$ cat src/rtl/uart_prog_loader_if.sv
// Write and status bus from the UART program loader towards the program/data memories and CPU top.
interface uart_prog_loader_if #(
    parameter int ADDR_W = 14
);
    logic            wen_o;
    logic [ADDR_W:0] adr_o;
    logic [31:0]     dat_o;
    logic            busy_o;
    logic            done_o;
    logic [1:0]      err_o;

    modport master (output wen_o, adr_o, dat_o, busy_o, done_o, err_o);
    modport slave  (input  wen_o, adr_o, dat_o, busy_o, done_o, err_o);
endinterface

$ cat src/rtl/uart_prog_loader.sv
// UART program loader: receives CMD/LEN/DATA/CSUM frames and issues 32-bit word writes
// to instruction (adr MSB 0) or data (adr MSB 1) memory, with sticky error reporting.
module uart_prog_loader #(
    parameter int CLK_HZ = 10_000_000,
    parameter int BAUD   = 128_000,
    parameter int ADDR_W = 14
) (
    input  logic               clock,
    input  logic               rst,
    input  logic               enable,
    input  logic               rx,
    uart_prog_loader_if.master bus
);
    localparam int DIV_RAW = CLK_HZ / BAUD;
    localparam int DIV     = (DIV_RAW < 4) ? 4 : DIV_RAW;
    localparam int CNT_W   = $clog2(DIV);
    localparam logic [CNT_W-1:0] BIT_LAST  = CNT_W'(DIV - 1);
    localparam logic [CNT_W-1:0] HALF_LAST = CNT_W'(DIV / 2 - 1);
    localparam logic [31:0]      LEN_MAX   = 32'd1 << ADDR_W;

    localparam logic [7:0] CMD_IMEM = 8'hA5;
    localparam logic [7:0] CMD_DMEM = 8'h5A;
    localparam logic [7:0] CMD_END  = 8'hFF;
    localparam logic [1:0] ERR_FRAME = 2'd1;
    localparam logic [1:0] ERR_CSUM  = 2'd2;
    localparam logic [1:0] ERR_CMD   = 2'd3;

    typedef enum logic [1:0] {RX_IDLE, RX_START, RX_DATA, RX_STOP} rx_state_e;
    typedef enum logic [2:0] {S_IDLE, S_CMD, S_LEN0, S_LEN1, S_DATA, S_CSUM, S_DONE, S_ERR} state_e;

    rx_state_e        rx_state_q;
    logic             rx_meta_q, rx_sync_q, rx_prev_q;
    logic [CNT_W-1:0] rx_cnt_q;
    logic [2:0]       rx_bit_q;
    logic [7:0]       rx_byte_q;
    logic             byte_stb_q, frame_err_q;

    // NOTE: clocked state uses non-blocking assignments so every flop samples pre-edge values.
    always_ff @(posedge clock) begin
        if (rst) begin
            rx_meta_q   <= 1'b1;
            rx_sync_q   <= 1'b1;
            rx_prev_q   <= 1'b1;
            rx_state_q  <= RX_IDLE;
            rx_cnt_q    <= '0;
            rx_bit_q    <= '0;
            rx_byte_q   <= '0;
            byte_stb_q  <= 1'b0;
            frame_err_q <= 1'b0;
        end else begin
            rx_meta_q   <= rx;
            rx_sync_q   <= rx_meta_q;
            rx_prev_q   <= rx_sync_q;
            byte_stb_q  <= 1'b0;
            frame_err_q <= 1'b0;
            rx_cnt_q    <= rx_cnt_q + 1'b1;
            case (rx_state_q)
                RX_IDLE: begin
                    rx_cnt_q <= '0;
                    if (rx_prev_q && !rx_sync_q) rx_state_q <= RX_START;
                end
                RX_START: if (rx_cnt_q == HALF_LAST) begin
                    // Line back high at mid-start means a glitch: drop it.
                    rx_cnt_q   <= '0;
                    rx_bit_q   <= '0;
                    rx_state_q <= rx_sync_q ? RX_IDLE : RX_DATA;
                end
                RX_DATA: if (rx_cnt_q == BIT_LAST) begin
                    rx_cnt_q  <= '0;
                    rx_byte_q <= {rx_sync_q, rx_byte_q[7:1]};
                    rx_bit_q  <= rx_bit_q + 1'b1;
                    if (rx_bit_q == 3'd7) rx_state_q <= RX_STOP;
                end
                RX_STOP: if (rx_cnt_q == BIT_LAST) begin
                    rx_cnt_q    <= '0;
                    byte_stb_q  <= rx_sync_q;
                    frame_err_q <= !rx_sync_q;
                    rx_state_q  <= RX_IDLE;
                end
                default: rx_state_q <= RX_IDLE;
            endcase
        end
    end

    state_e          state_q, state_d;
    logic [1:0]      err_q, err_d;
    logic            sel_q;
    logic [7:0]      len_lo_q;
    logic [15:0]     words_left_q;
    logic [ADDR_W-1:0] idx_q;
    logic [1:0]      byte_cnt_q;
    logic [23:0]     word_q;
    logic [7:0]      csum_q;
    logic            wen_q;
    logic [ADDR_W:0] adr_q;
    logic [31:0]     dat_q;
    logic [15:0]     len_full;
    logic            in_frame;

    assign len_full = {rx_byte_q, len_lo_q};
    assign in_frame = state_q inside {S_CMD, S_LEN0, S_LEN1, S_DATA, S_CSUM};

    always_ff @(posedge clock) begin
        if (rst) begin
            state_q <= S_IDLE;
            err_q   <= '0;
        end else begin
            state_q <= state_d;
            err_q   <= err_d;
        end
    end

    // NOTE: defaults first so no path through the block leaves a signal unassigned (no latch).
    always_comb begin
        state_d = state_q;
        err_d   = err_q;
        case (state_q)
            S_IDLE: if (enable) state_d = S_CMD;
            S_CMD: if (byte_stb_q) begin
                if (rx_byte_q == CMD_IMEM || rx_byte_q == CMD_DMEM) begin
                    state_d = S_LEN0;
                end else if (rx_byte_q == CMD_END) begin
                    state_d = S_DONE;
                end else begin
                    state_d = S_ERR;
                    err_d   = ERR_CMD;
                end
            end
            S_LEN0: if (byte_stb_q) state_d = S_LEN1;
            S_LEN1: if (byte_stb_q) begin
                if (len_full == 16'd0) begin
                    state_d = S_CSUM;
                end else if ({16'd0, len_full} > LEN_MAX) begin
                    state_d = S_ERR;
                    err_d   = ERR_CMD;
                end else begin
                    state_d = S_DATA;
                end
            end
            S_DATA: if (byte_stb_q && byte_cnt_q == 2'd3 && words_left_q == 16'd1) state_d = S_CSUM;
            S_CSUM: if (byte_stb_q) begin
                if (rx_byte_q == csum_q) begin
                    state_d = S_CMD;
                end else begin
                    state_d = S_ERR;
                    err_d   = ERR_CSUM;
                end
            end
            default: ;
        endcase
        // Abort wins over a framing error; neither applies once DONE/ERR is reached.
        if (in_frame) begin
            if (frame_err_q) begin
                state_d = S_ERR;
                err_d   = ERR_FRAME;
            end
            if (!enable) begin
                state_d = S_IDLE;
                err_d   = err_q;
            end
        end
    end

    always_ff @(posedge clock) begin
        if (rst) begin
            sel_q        <= 1'b0;
            len_lo_q     <= '0;
            words_left_q <= '0;
            idx_q        <= '0;
            byte_cnt_q   <= '0;
            word_q       <= '0;
            csum_q       <= '0;
            wen_q        <= 1'b0;
            adr_q        <= '0;
            dat_q        <= '0;
        end else begin
            wen_q <= 1'b0;
            if (state_d == S_IDLE) begin
                byte_cnt_q <= '0;
                word_q     <= '0;
            end else if (byte_stb_q) begin
                case (state_q)
                    S_CMD: begin
                        sel_q      <= (rx_byte_q == CMD_DMEM);
                        idx_q      <= '0;
                        csum_q     <= '0;
                        byte_cnt_q <= '0;
                    end
                    S_LEN0: len_lo_q <= rx_byte_q;
                    S_LEN1: words_left_q <= len_full;
                    S_DATA: begin
                        csum_q     <= csum_q ^ rx_byte_q;
                        byte_cnt_q <= byte_cnt_q + 1'b1;
                        word_q     <= {rx_byte_q, word_q[23:8]};
                        if (byte_cnt_q == 2'd3) begin
                            wen_q        <= 1'b1;
                            adr_q        <= {sel_q, idx_q};
                            dat_q        <= {rx_byte_q, word_q};
                            idx_q        <= idx_q + 1'b1;
                            words_left_q <= words_left_q - 1'b1;
                        end
                    end
                    default: ;
                endcase
            end
        end
    end

    always_comb begin
        bus.wen_o  = wen_q;
        bus.adr_o  = adr_q;
        bus.dat_o  = dat_q;
        bus.busy_o = state_q inside {S_LEN0, S_LEN1, S_DATA, S_CSUM};
        bus.done_o = (state_q == S_DONE);
        bus.err_o  = err_q;
    end
endmodule

$ cat src/flat_wrapper.sv
// flat-port wrapper written by rule: the top's interface ports become plain ports
module uart_prog_loader_flat 
#(
    parameter int CLK_HZ = 10_000_000,
    parameter int BAUD   = 128_000,
    parameter int ADDR_W = 14
)
  (clock, rst, enable, rx, bus_wen_o, bus_adr_o, bus_dat_o, bus_busy_o, bus_done_o, bus_err_o);
  uart_prog_loader_if #(.ADDR_W(ADDR_W)) bus_i ();
  input  logic clock;
  input  logic rst;
  input  logic enable;
  input  logic rx;
  output wire logic [$bits(bus_i.wen_o)-1:0] bus_wen_o;
  output wire logic [$bits(bus_i.adr_o)-1:0] bus_adr_o;
  output wire logic [$bits(bus_i.dat_o)-1:0] bus_dat_o;
  output wire logic [$bits(bus_i.busy_o)-1:0] bus_busy_o;
  output wire logic [$bits(bus_i.done_o)-1:0] bus_done_o;
  output wire logic [$bits(bus_i.err_o)-1:0] bus_err_o;
  assign bus_wen_o = bus_i.wen_o;
  assign bus_adr_o = bus_i.adr_o;
  assign bus_dat_o = bus_i.dat_o;
  assign bus_busy_o = bus_i.busy_o;
  assign bus_done_o = bus_i.done_o;
  assign bus_err_o = bus_i.err_o;
  uart_prog_loader #(.CLK_HZ(CLK_HZ), .BAUD(BAUD), .ADDR_W(ADDR_W)) u_core (.clock(clock), .rst(rst), .enable(enable), .rx(rx), .bus(bus_i));
endmodule
$ cat config.mk
export PLATFORM = sky130hd
export DESIGN_NAME = uart_prog_loader_flat
export DESIGN_NICKNAME = d
export VERILOG_FILES = /design/src/rtl/uart_prog_loader_if.sv /design/src/rtl/uart_prog_loader.sv /design/src/flat_wrapper.sv
export SDC_FILE = /design/constraint.sdc
export NUM_CORES = 1
export LEC_CHECK = 0
export ABC_AREA = 1
export CAP_MARGIN = 20
export CORE_ASPECT_RATIO = 2
export CORE_MARGIN = 1.5
export CORE_UTILIZATION = 40
export DETAILED_ROUTE_END_ITERATION = 10
export PLACE_DENSITY = 0.56
export RECOVER_POWER = 25
export SETUP_SLACK_MARGIN = 0.4
export SLEW_MARGIN = 20
export SYNTH_ARGS = -nofsm -noshare
export SYNTH_HDL_FRONTEND = slang
export SYNTH_SLANG_ARGS = --single-unit
$ cat constraint.sdc
create_clock -name clock -period 2.8 [get_ports clock]
set_clock_uncertainty 0.1 [all_clocks]
set_input_delay 0.56 -clock clock [delete_from_list [all_inputs] [get_ports clock]]
set_output_delay 0.56 -clock clock [all_outputs]
set_load 0.1 [all_outputs]
==> metrics.md, run 1 <==
| Metric | Value |
|---|---|
| Dominant cell type by area after synthesis | dfxtp_1 |
| Critical path peak fanout | 14 |
| Hold Crit Class | reg2reg |
| Die extent in x | 96.4 um |
| Layout Nets | 1,114 |
| GRT Util Overall | 0.227 |
| First-pass GRT wire length | 31,400 um |
| RSZ-0062 raised after global routing | true |
| Number of synthesis warnings | 0 |
| Clk pin slew, worst setup/hold paths | around 0.06 ns |
| Slew Limit Fails | 34 |
| Power per Cell Area | 534 mW/mm^2 |
| Fmax | 411 MHz |
| Max-Slew Margin vs Limit | -0.138 |
| Pin count of the biggest net entering global routing | 42 |
| Area contributors post-synth | dfxtp_1, nor2_1, nand2_1 |
| Max Buffers Root-to-Sink | 2 |
| Syn Inst Count | about 1,000 |
| Initial antenna violation count | 0 |
| Avg Inst Size Synth | 6.87 um^2 |
| H-tree depth | 4 |
| Status | finished with violations |
| DIE HEIGHT | 190 um |
| Total leakage power | approximately 3.5 nW |
| Syn_nets | 1,028 |
| CTS Sinks | 151 |
| Post-synthesis sequential area ratio | 0.433 |
| CP dominant cell by count | nand2_1 |
| Vias in the first global route | 6,289 |
| CP max-delay cell | dfxtp_4 |
| Synth top cells by count | nor2_1, nand2_1, dfxtp_1, a21oi_1, inv_1 |
| Worst skew pair latency | approximately 0.44 ns |
| Reg2reg setup slack | 0.36 ns |
| Detailed router's first-iteration violation count | 306 |
| Total detailed-routing wirelength | 20,500 um |
| Row count | 68 |
| Failing checks | capacitance limit, slew limit |
| CP Class | reg2reg |
| Synth async-reset ratio | 0 |
| Routability cong. | 0.883 |
| Die ar. | 0.0183 mm^2 |
| Fin. Hold Viols | 0 |
| ANT cells | 0 |
| Worst setup EP type | register |
| Worst slew pin tran | 1.71 ns |
| Min Tclk post-route | 2.44 ns |
| Starting Density | 0.406 |
| Clk root buf | clkbuf_16 |
| CTS Buf Count | 17 |
| Area grow syn2layout | 26.9% |
| Routed len/inst | 15.5 um |
| Layout cells sized above 1 | 0.170 |
| DP Wirelength | 14,200 um |
| Most frequent cell after synthesis | nor2_1 |
| Worst EP arrival | 2.58 ns |
| GRT Residual Overflow | 0 |
| Final period util | 0.870 |
| Max incr delay on CP | roughly 0.37 ns |
| ANT nets after route | 0 |
| Vias | 6,791 |
| Core Box Area | approximately 0.017 mm^2 |
| Final worst setup slack | 0.364 ns |
| Synth Flop Type | dfxtp_1 |
| Worst IR Drop VDD | 0.364 mV |
| Residual DRC | 0 |
| CTS tree | done |
| Sequence of cells on the critical path | xnor2_4, nand2_1, nor2_4, nand3_1, nand2_2, nand3_1, nand2_1, nand2_2, o21ai_4, nand2_4, buf_12, nand3_1, buf_12, nand2_1, nand2_1, nor2_1 |
| Port Buffer Count | between 50 and 60 |
| Setup tns final | 0 ns |
| # IOs | 56 |
| TritonRoute pass-1 iters | 6 |
| Vias/cell | 5.13 |
| WP data required | 2.95 ns |
| Post-synth EDFFs | 0 |
| Pre-CTS WS | 0.134 ns |
| Max cap viols | 1 |
| Final Non-Filler Cells | roughly 1,300 |
| Final Setup Violations | 0 |
| Post-Syn Area | between 0.006 and 0.007 mm^2 |
| Synth Register Bits | about 150 |
| Yosys top cell area share | 0.433 |
| Netlist cell types | 41 |
| Fillers | 1,815 |
| Crit start category | register |
| DP Cell Count | 1,263 |
[per-stage QoR]
| step | hold WS [ns] | utilization | power, mW | area [um^2] |
|---|---|---|---|---|
| floorplan | 0.289 | - | 2.41 | 7000 |
| global placement | 0.298 | 0.455 | 2.48 | 7820 |
| detailed placement | 0.299 | 0.455 | 2.48 | 7820 |
| CTS | 0.324 | 0.496 | 4.76 | 8530 |
| global route | 0.335 | 0.515 | 4.89 | 8850 |
| finish | 0.320 | 0.515 | 4.73 | 8850 |
[path summary, 6_finish.rpt]
check	depth (start not counted)	startpoint	to
max	16	u_core.rx_byte_q[1]$_SDFFE_PP0P_	u_core.idx_q[1]$_SDFFE_PP0P_
min	1	u_core.rx_meta_q$_SDFF_PP1_	u_core.rx_sync_q$_SDFF_PP1_
max reg2reg	16	u_core.rx_byte_q[1]$_SDFFE_PP0P_	u_core.idx_q[1]$_SDFFE_PP0P_
min reg2reg	1	u_core.rx_meta_q$_SDFF_PP1_	u_core.rx_sync_q$_SDFF_PP1_
[cells in the final DEF (no fill, tap or decap), types with 29 or more instances in the layout]
cell,instances
a21oi_1,67
buf_4,51
clkbuf_1,47
dfxtp_1,137
inv_1,63
nand2_1,209
nand4_1,29
nor2_1,205
o21ai_0,47
o21ai_1,34
[timing repair]
action,4_1_cts,5_1_grt
endpoints found under the setup margin,119,122
buffers inserted,4,20
hold buffers,0,0
gates resized for setup,22,72
cloned,1,4
pin swaps,2,23
[state kept, by name (all words and copies together) (netlist names), 7 cells and up, named ones only]
signal / count
u_core.bus.dat_o: 32
u_core.word_q: 24
u_core.words_left_q: 16
u_core.bus.adr_o: 15
u_core.idx_q: 14
u_core.csum_q: 8
u_core.len_lo_q: 8
u_core.rx_byte_q: 8
u_core.rx_cnt_q: 7
[cell type report]
type	instances	area, um^2	share of cell area
Sequential cell	151	3060	0.346
Inverter	77	302	0.0341
Tap cell	210	263	0.0297
Timing Repair Buffer	123	1010	0.115
Clock buffer	19	443	0.0500
Clock inverter	13	138	0.0155
Multi-Input combinational cell	731	3630	0.410
[critical path: cells and delay by family (launching register included)]
kind                      cells  cell delay [ns]
buffers and inverters         2             0.32
xor gates and xnor gates      1             0.17
and+or+nand+nor              12             1.09
DFF                           1             0.37
AOI/OAI and AO/OA             1             0.19
[metal layers]
metal / track usage / share of wire
met5: 0 / 0
met4: 0.0992 / 0.045
met3: 0.0344 / 0.029
met2: 0.439 / 0.56
met1: 0.227 / 0.36
[where the power goes]
| part | internal [mW] | total, mW | switching, mW | leakage (nW) |
|---|---|---|---|---|
| Sequential | 2.16 | 2.18 | 0.0207 | 1.23 |
| Clock | 1.27 | 2.26 | 0.990 | 0.279 |
| Combinational | 0.104 | 0.282 | 0.179 | 2.04 |
[kinds of logic (layout without fill, tap and decap cells)]
logic type / Yosys count / in the layout / share of synthesized area
and+or+nand+nor: 529 / 529 / 0.312
DFF: 151 / 151 / 0.433
buffers and inverters: 133 / 232 / 0.0800
AOI/OAI and AO/OA: 172 / 172 / 0.132
adders and majority gates: 9 / 9 / 0.0161
xor gates and xnor gates: 21 / 21 / 0.0264
(Power assumes the default switching activity.)
==> inputs of run 2 (changes only) <==
--- a/config.mk
+++ b/config.mk
@@ -11,7 +11,8 @@
 export CORE_MARGIN = 1.5
 export CORE_UTILIZATION = 40
 export DETAILED_ROUTE_END_ITERATION = 10
-export PLACE_DENSITY = 0.56
+export DONT_BUFFER_PORTS = 1
+export PLACE_DENSITY = 0.52
 export RECOVER_POWER = 25
 export SETUP_SLACK_MARGIN = 0.4
 export SLEW_MARGIN = 20
==> metrics.md, run 2 (synthesis results as in run 1) <==
| Metric | Value |
|---|---|
| Status | complete, no violations |
| Area grow syn2layout | 25.2% |
| Total detailed-routing wirelength | about 21,000 um |
| CP dominant cell by count | nand2_1 |
| Commonest non-fill, non-tap cell in the layout | nand2_1 |
| CTS Buf Count | 17 |
| Commonest cells after routing, fill and taps aside | nand2_1, nor2_1, dfxtp_1, a21oi_1, inv_1 |
| WP buf/inv | 4 |
| Pin count of the biggest net entering global routing | 48 |
| Pwr Total | 4.98 mW |
| Sequence of cells on the critical path | inv_8, nor2_4, inv_1, nor2_1, nand2_1, o211ai_1, o21ai_4, nand2_4, buf_8, nand3_4, buf_8, nand2_1, nand2_1, nor2_1 |
| Layout Nets | 1,090 |
| WP data required | 3.07 ns |
| Worst skew pair latency | 0.43 ns |
| Worst IR Drop VDD | around 0.4 mV |
| Die ar. | 0.0183 mm^2 |
| Row count | 68 |
| Core Box Area | 0.0172 mm^2 |
| Vias/cell | approximately 5.2 |
| # IOs | 56 |
| GRT Util Overall | 0.235 |
| Port Buffer Count | 0 |
| CP Class | reg2reg |
| Max FFs per register | 32 |
| DIE HEIGHT | 190 um |
| Routability cong. | between 0.9 and 1 |
| DP Wirelength | 14,500 um |
| Detailed router's first-iteration violation count | 292 |
| Residual DRC | 0 |
| Fin. Hold Viols | 0 |
| Pre-CTS WS | 0.0884 ns |
| Hold Crit Class | in2reg |
| Setup tns final | 0 ns |
| Worst slew pin tran | 1.28 ns |
| Total leakage power | 3.47 nW |
| Starting Density | 0.406 |
| Clk pin slew, worst setup/hold paths | 0.06 ns |
| ANT nets after route | 0 |
| Reg2reg setup slack | 0.34 ns |
| Fmax | 407 MHz |
| Critical path peak fanout | 8 |
| First-pass GRT wire length | 32,300 um |
| Vias | ~6,700 |
| Final period util | 0.877 |
| Crit path max-delay family | simple AND/OR/NAND/NOR gates |
| Die extent in x | 96.4 um |
| Final Setup Violations | 0 |
| Slew Limit Fails | 0 |
| Min Tclk post-route | approximately 2.5 ns |
| Worst EP arrival | between 2 and 3 ns |
| Layout cells sized above 1 | 0.165 |
| Routed len/inst | ~16 um |
| TritonRoute pass-1 iters | 5 |
| H-tree depth | 4 |
| Vias in the first global route | 6,355 |
| RSZ-0062 raised after global routing | true |
| ANT cells | 0 |
| Crit start category | register |
| Power per Cell Area | 571 mW/mm^2 |
| Final worst setup slack | 0.343 ns |
| CTS Sinks | 151 |
| CTS tree | done |
| Max cap viols | 0 |
| CP max-delay cell | dfxtp_4 |
| GRT Residual Overflow | 0 |
| Initial antenna violation count | 0 |
| Clk root buf | clkbuf_16 |
| Worst setup EP type | register |
| Max incr delay on CP | 0.37 ns |
| Max Buffers Root-to-Sink | 2 |
| Max-Slew Margin vs Limit | 0.149 |
run 2: cell count changes in the layout (fill, tap and decap cells not counted), sizes merged:
cell           change
clkbuf            -17
buf                -5
bufinv             +4
inv                -4
clkdlybuf4s50      -2
clkinv             +1
dlygate4sd3        -1
run 2: cell type report:
type                    instances  area, um^2
clock buffers                  18         429
inverters                      77         309
well taps                     210         263
clock inverters                14         223
fillers                      1822        8450
flip-flops and latches        151        3060
repair buffers                 99         842
multi-input cells             731        3600
run 2: path summary, 6_finish.rpt:
check,start,to,cells after the start
setup reg to reg,u_core.state_q[0]$_SDFF_PP0_,u_core.words_left_q[10]$_SDFFE_PP0P_,14
hold / removal,rst,u_core.idx_q[5]$_SDFFE_PP0P_,1
setup / recovery,u_core.state_q[0]$_SDFF_PP0_,u_core.words_left_q[10]$_SDFFE_PP0P_,14
hold reg to reg,u_core.rx_meta_q$_SDFF_PP1_,u_core.rx_sync_q$_SDFF_PP1_,1
run 2: timing repair:
item                       4_1_cts  5_1_grt
hold endpoints to repair         0        0
buffers inserted                 2       16
hold buffers                     0        0
gates resized for setup         28       73
setup endpoints to repair      122      122
gates cloned                     1        5
pin swaps                        3       10
run 2: report_power, final:
part	total, mW	internal [mW]	switching (mW)
logic	0.251	0.0846	0.166
clock network	2.55	1.59	0.962
registers	2.18	2.16	0.0199
run 2: layer usage:
metal  vias to the layer above  GRT usage  part of all wire
met2                       123      0.447              0.57
met3                        56     0.0336             0.022
met4                         0      0.132             0.052
met5                         -          0                 0
met1                      3135      0.230              0.36
li1                       3406          -                 -
run 2: stage by stage:
stage          hold WS (ns)   util  cell area [um^2]  instances
3_3_place_gp          0.313  0.444              7630       1244
3_5_place_dp          0.302  0.444              7630       1244
6_report              0.103  0.508              8730       1300
2_1_floorplan         0.289      -              7000       1015
5_1_grt              0.0869  0.508              8730       1300
4_1_cts              0.0854  0.489              8410       1279
==> inputs of run 3 (changes only) <==
--- a/config.mk
+++ b/config.mk
@@ -6,7 +6,6 @@
 export NUM_CORES = 1
 export LEC_CHECK = 0
 export ABC_AREA = 1
-export CAP_MARGIN = 20
 export CORE_ASPECT_RATIO = 2
 export CORE_MARGIN = 1.5
 export CORE_UTILIZATION = 40
==> results of run 3 <==
No change in the layout: final DEF, timing and power equal those of run 2.
